## src/rtl/fixed_float_pkg.sv

```systemverilog
// Shared FP32 field constants, the packed float layout and the converter state encoding.
package fixed_float_pkg;

  localparam int FP32_BIAS   = 127;
  localparam int FP32_EXP_W  = 8;
  localparam int FP32_MANT_W = 23;

  typedef struct packed {
    logic                   sign;
    logic [FP32_EXP_W-1:0]  exponent;
    logic [FP32_MANT_W-1:0] mantissa;
  } fp32_t;

  typedef enum logic [1:0] {IDLE, NORM, DONE} conv_state_t;

  function automatic fp32_t fp32_pack(input logic s, input logic [FP32_EXP_W-1:0] e,
                                      input logic [FP32_MANT_W-1:0] m);
    fp32_t f;
    f.sign     = s;
    f.exponent = e;
    f.mantissa = m;
    return f;
  endfunction

endpackage

```

## src/rtl/fixed_lzc.sv

```systemverilog
// Leading-zero counter over a FIXED_W-bit magnitude; an all-zero input counts FIXED_W.
module fixed_lzc #(
  parameter int FIXED_W = 16,
  parameter int CNT_W   = $clog2(FIXED_W) + 1
) (
  input  logic [FIXED_W-1:0] mag_i,
  output logic [CNT_W-1:0]   lz_o
);

  // Scan upward so the highest set bit is the last one to write the count.
  always_comb begin
    lz_o = CNT_W'(FIXED_W);
    for (int i = 0; i < FIXED_W; i++) begin
      if (mag_i[i]) lz_o = CNT_W'(FIXED_W - 1 - i);
    end
  end

endmodule

```

## src/rtl/fixed_to_float.sv

```systemverilog
// Signed integer to IEEE-754 single converter with an iterative normalizing shifter.
// Define FIXED_TO_FLOAT_LZC_EN to replace the shifter with a one-cycle leading-zero count.
module fixed_to_float
  import fixed_float_pkg::*;
#(
  parameter int FIXED_W = 16
) (
  input  logic               i_clk,
  input  logic               i_rst_n,
  input  logic               i_valid,
  output logic               o_ready,
  input  logic [FIXED_W-1:0] i_fixed,
  output logic               o_valid,
  input  logic               i_ready,
  output logic [31:0]        o_float
);

  localparam logic [FP32_EXP_W-1:0] EXP_TOP = FP32_EXP_W'(FP32_BIAS + FIXED_W - 1);
  localparam int                    MSB     = FIXED_W - 1;

  conv_state_t               state_q, state_d;
  logic                      sign_q, sign_d;
  logic [FIXED_W-1:0]        shreg_q, shreg_d;
  logic [FP32_EXP_W-1:0]     exp_q, exp_d;
  fp32_t                     float_q, float_d;
  logic [FIXED_W-1:0]        mag;
  logic                      accept;
  logic                      mag_zero;

  assign accept   = (state_q == IDLE) && i_valid;
  assign mag      = i_fixed[MSB] ? (~i_fixed) + {{(FIXED_W-1){1'b0}}, 1'b1} : i_fixed;
  assign mag_zero = (mag == '0);

  // Bits below the leading one, left-aligned into the 23-bit mantissa field.
  function automatic logic [FP32_MANT_W-1:0] mant_align(input logic [FIXED_W-1:0] v);
    logic [FP32_MANT_W-1:0] m;
    m = '0;
    m[FP32_MANT_W-1 -: FIXED_W-1] = v[FIXED_W-2:0];
    return m;
  endfunction

`ifdef FIXED_TO_FLOAT_LZC_EN
  localparam int CNT_W = $clog2(FIXED_W) + 1;
  logic [CNT_W-1:0] lz;

  fixed_lzc #(.FIXED_W(FIXED_W), .CNT_W(CNT_W)) u_lzc (
    .mag_i (mag),
    .lz_o  (lz)
  );
`endif

  always_ff @(posedge i_clk or negedge i_rst_n) begin
    if (!i_rst_n) state_q <= IDLE;
    else          state_q <= state_d;
  end

  // The first normalize step is folded into the accept edge, so a leading one
  // at bit p reaches DONE after FIXED_W-p edges.
  always_comb begin
    state_d = state_q;
    case (state_q)
      IDLE: begin
        if (accept) begin
`ifdef FIXED_TO_FLOAT_LZC_EN
          state_d = DONE;
`else
          state_d = (mag_zero || mag[MSB]) ? DONE : NORM;
`endif
        end
      end
      NORM:    state_d = shreg_q[MSB] ? DONE : NORM;
      DONE:    state_d = i_ready ? IDLE : DONE;
      default: state_d = IDLE;
    endcase
  end

  always_comb begin
    o_ready = (state_q == IDLE);
    o_valid = (state_q == DONE);
    o_float = float_q;
  end

  always_comb begin
    sign_d  = sign_q;
    shreg_d = shreg_q;
    exp_d   = exp_q;
    float_d = float_q;
    case (state_q)
      IDLE: begin
        if (accept) begin
          sign_d = i_fixed[MSB];
`ifdef FIXED_TO_FLOAT_LZC_EN
          if (mag_zero) float_d = '0;
          else          float_d = fp32_pack(i_fixed[MSB], EXP_TOP - FP32_EXP_W'(lz),
                                            mant_align(mag << lz));
`else
          if (mag_zero) begin
            float_d = '0;
          end else if (mag[MSB]) begin
            float_d = fp32_pack(i_fixed[MSB], EXP_TOP, mant_align(mag));
          end else begin
            shreg_d = mag << 1;
            exp_d   = EXP_TOP - 8'd1;
          end
`endif
        end
      end
      NORM: begin
        if (shreg_q[MSB]) begin
          float_d = fp32_pack(sign_q, exp_q, mant_align(shreg_q));
        end else begin
          shreg_d = shreg_q << 1;
          exp_d   = exp_q - 8'd1;
        end
      end
      default: ;
    endcase
  end

  always_ff @(posedge i_clk or negedge i_rst_n) begin
    if (!i_rst_n) begin
      sign_q  <= 1'b0;
      shreg_q <= '0;
      exp_q   <= '0;
      float_q <= '0;
    end else begin
      sign_q  <= sign_d;
      shreg_q <= shreg_d;
      exp_q   <= exp_d;
      float_q <= float_d;
    end
  end

endmodule

```

## config.mk

```make
export PLATFORM = sky130hd
export DESIGN_NAME = fixed_to_float
export DESIGN_NICKNAME = d
export VERILOG_FILES = /design/src/rtl/fixed_float_pkg.sv /design/src/rtl/fixed_lzc.sv /design/src/rtl/fixed_to_float.sv
export SDC_FILE = /design/constraint.sdc
export NUM_CORES = 1
export LEC_CHECK = 0
export ABC_CLOCK_PERIOD_IN_PS = 1690
export BUFFER_PORTS_ARGS = -buffer_cell sky130_fd_sc_hd__buf_2
export CORE_MARGIN = 2
export CORE_UTILIZATION = 41
export CTS_BUF_LIST = sky130_fd_sc_hd__clkbuf_2 sky130_fd_sc_hd__clkbuf_4 sky130_fd_sc_hd__clkbuf_8
export DETAILED_ROUTE_END_ITERATION = 6
export HOLD_SLACK_MARGIN = 0.15
export MAX_ROUTING_LAYER = met4
export SKIP_CTS_REPAIR_TIMING = 1
export SLEW_MARGIN = 20
export SYNTH_ARGS = -nofsm -noshare
export SYNTH_HDL_FRONTEND = slang
export SYNTH_SLANG_ARGS = --single-unit
```

## constraint.sdc

```tcl
create_clock -name i_clk -period 1.69 [get_ports i_clk]
set_input_delay 0.338 -clock i_clk [delete_from_list [all_inputs] [get_ports i_clk]]
set_output_delay 0.338 -clock i_clk [all_outputs]
set_load 0.02 [all_outputs]
```

==> out/qor.txt <==
Die Footprint: 8063 µm²
ANT cells: 0
Final cell count without fillers: 517
CP Launch Type: primary input
Pwr dens: 1494 nW/µm²
Die height: 89.80 µm
Avg WL per Cell: 13.25 µm
Final min period: 2.771 ns
Adder-cell share of the synthesized area: 0.8292%
Post-Synthesis Cell Area: 3018 µm²
Logic pwr share: 52.3%
Clk slew on worst S/H paths: 0.08 ns
Slack of the critical path: -1.081 ns
FMAX: 360.9 MHz
Tot Pwr: 5.837 mW
Netlist cell types: 50
Met2 Use GR: 29.23%
Failing checks: setup timing
Internal power: 3.449 mW
Synth warn: 0
Area contributors post-synth: dfrtp_1 41%, mux2i_1 9.6%, a21oi_1 6.1%
Synth cell count leaders: 50 x dfrtp_1, 37 x a21oi_1, 36 x inv_1, 29 x mux2i_1, 28 x nor2_1
IO Count: 54
Sw frac: 40.92%
Final number of max-transition violations: 0
DP Worst Slack: -1.467 ns
Critical Path Most Common Cell: buf_6
Cell with the most instances after synthesis: dfrtp_1
Peak supply drop: 0.0005029 V
Post-Synth XOR/XNOR Area: 3.773%
Mean Syn Cell Area: 9.343 µm²
Synth top area share: 41.46%
Clock power share: 11.7%
Routed WL: 6850 µm
CTS H-Tree Depth: 2
Met3 Use GR: 2.598%
CP max stage cell: or4_4
Max Cap Viol: 0
Grt total ovfl: 0
Worst path arrival time: 2.99 ns
Layout cells sized above 1: 32.78%
Port bufs: 45
Simple-gate share of the synthesized area: 14.43%
CTS sink cnt: 50
Multiplexer area fraction after synthesis: 14.59%
Largest family of logic cells by synthesized area: compound AO/OA/AOI/OAI gates
Rows: 31
Fin nets: 441
Iter 0 DRT Violations: 129
Layout Skew: 0.004095 ns
Synthesis-to-finish area growth: 29.44%
Critical path fanouts, max: 6
Crit-path cells: buf_6 > or4_4 > or4_4 > mux2_4 > a32oi_2 > nor4_4 > a31o_1 > buf_6 > buf_6 > mux2i_1
Sw Pwr: 2.388 mW
Routed vias: 2595
Grt peak-use layer: met2
Worst-Skew Late Latency: 0.30 ns
Number of enable-type register cells in the synthesized netlist: 0
Met1 global-route usage: 21.88%
DR DRC count: 0
Util after Layout: 54.44%
Clk buf depth: 2
Total core area: 7176 µm²
Max incr delay on CP: 0.58 ns
Asr flop ratio synth: 100.0%
Root Buffer: clkbuf_8
Worst Setup End Kind: flop
Number of global-route vias before repair: 2455
Final hold viol count: 0
Seq/Total Area, Yosys: 41.46%
CP required: 1.91 ns
Yosys reg bits: 50
Average vias per placed instance: 5.019
Post-synthesis instance total: 323
RSZ-0062 raised after global routing: yes
Yosys top cell by area: dfrtp_1
GRT Total Usage: 17.35%
Global-route wire length before repair: 11200 µm
Detail Placement HPWL: 5109 µm
TritonCTS Buffers: 5
Worst hold path type: in -> reg
Gp weighted congestion: 0.9177
ANT nets after route: 0
Initial Util: 42.06%
Setup violators final: 49
Outcome: complete, but fails checks
Leakage power: 1.837 nW
Die W: 89.80 µm
Sequential group share of total power: 36.0%
TritonCTS clock tree: yes
Dpl cells: 503
First drt pass iteration count: 4
Initial antenna violation count: 0
Compound-Gate Fraction of Synth Area: 15.22%
Post-synth top flop: dfrtp_1
Total negative setup slack: -48.87 ns
Period utilisation layout: 164.0%
Largest net degree at the start of global routing: 51
Worst Path Class, Setup: in -> reg
kinds of logic after synthesis:
group	count (synthesis)
buf+inv	59
fa+ha+maj	2
compound gates	73
xor+xnor	13
mux	41
other cells	1
simple gates	84
flops	50
registers in the layout, indices dropped and copies added, names as in the netlist:
| register | flops |
|---|---|
| shreg_q | 15 |
| sign_q | 1 |
| o_float | 24 |
| exp_q | 8 |
| state_q | 2 |
area by class of cell:
class,count,area [µm²]
fill,674,3269
inverter,36,135.1
tap,99,123.9
timing repair buffer,105,758.2
sequential,50,1251
clock buffer,6,82.58
multi-input combinational,221,1555
path summary, 6_finish.rpt:
| path | startpoint | endpoint | slack [ns] | cells past startpoint |
|---|---|---|---|---|
| worst min-delay path | i_ready | state_q[1]$_DFFE_PN0P_ | 0.30 | 3 |
| max in group asynchronous | i_rst_n | o_float[14]$_DFFE_PN0P_ | 0.89 | 3 |
| worst max-delay path | i_fixed[6] | o_float[17]$_DFFE_PN0P_ | -1.08 | 10 |
| worst min register to register | o_float[8]$_DFFE_PN0P_ | o_float[8]$_DFFE_PN0P_ | 0.51 | 1 |
| worst max register to register | state_q[1]$_DFFE_PN0P_ | shreg_q[8]$_DFFE_PN0P_ | -0.01 | 6 |
| min in group asynchronous | i_rst_n | o_float[8]$_DFFE_PN0P_ | 0.57 | 3 |
metrics by stage:
step / hold WS, ns / instance area, µm²
floorplan: 0.04241 / 3079
global placement: 0.3489 / 3672
detailed placement: 0.3497 / 3672
CTS: 0.01751 / 3755
global route: 0.2976 / 3906
finish: 0.2958 / 3906
critical path: cells and delay by family:
family | cells | cell delay (ns)
AO/OA/AOI/OAI | 2 | 0.41
buffers and inverters | 3 | 0.40
multiplexers | 2 | 0.42
AND/OR/NAND/NOR | 3 | 1.42
power groups by stage:
stage | sequential (mW) | combinational [mW] | clock (mW)
after floorplan | 2.35 | 1.72 | 0
after global placement | 2.11 | 2.77 | 0
after detailed placement | 2.12 | 2.83 | 0
after CTS | 2.10 | 2.83 | 0.715
after global routing | 2.18 | 3.35 | 0.742
final | 2.10 | 3.05 | 0.682
layer usage:
layer | share of wire, % | up-vias
met5 | 0 | -
met4 | 1.5 | 0
met3 | 3.3 | 7
met2 | 48 | 52
met1 | 47 | 1241
li1 | - | 1295
cell usage in the layout, fill, tap and decap left out, types with 10 or more instances in the layout:
cell / instances
nor2_1: 27
inv_1: 36
buf_4: 48
nand2_1: 16
buf_2: 43
xor2_1: 12
dfrtp_1: 50
mux2i_1: 28
a21oi_1: 36
buf_6: 10
Note: power is estimated with default switching activity, not from simulation.
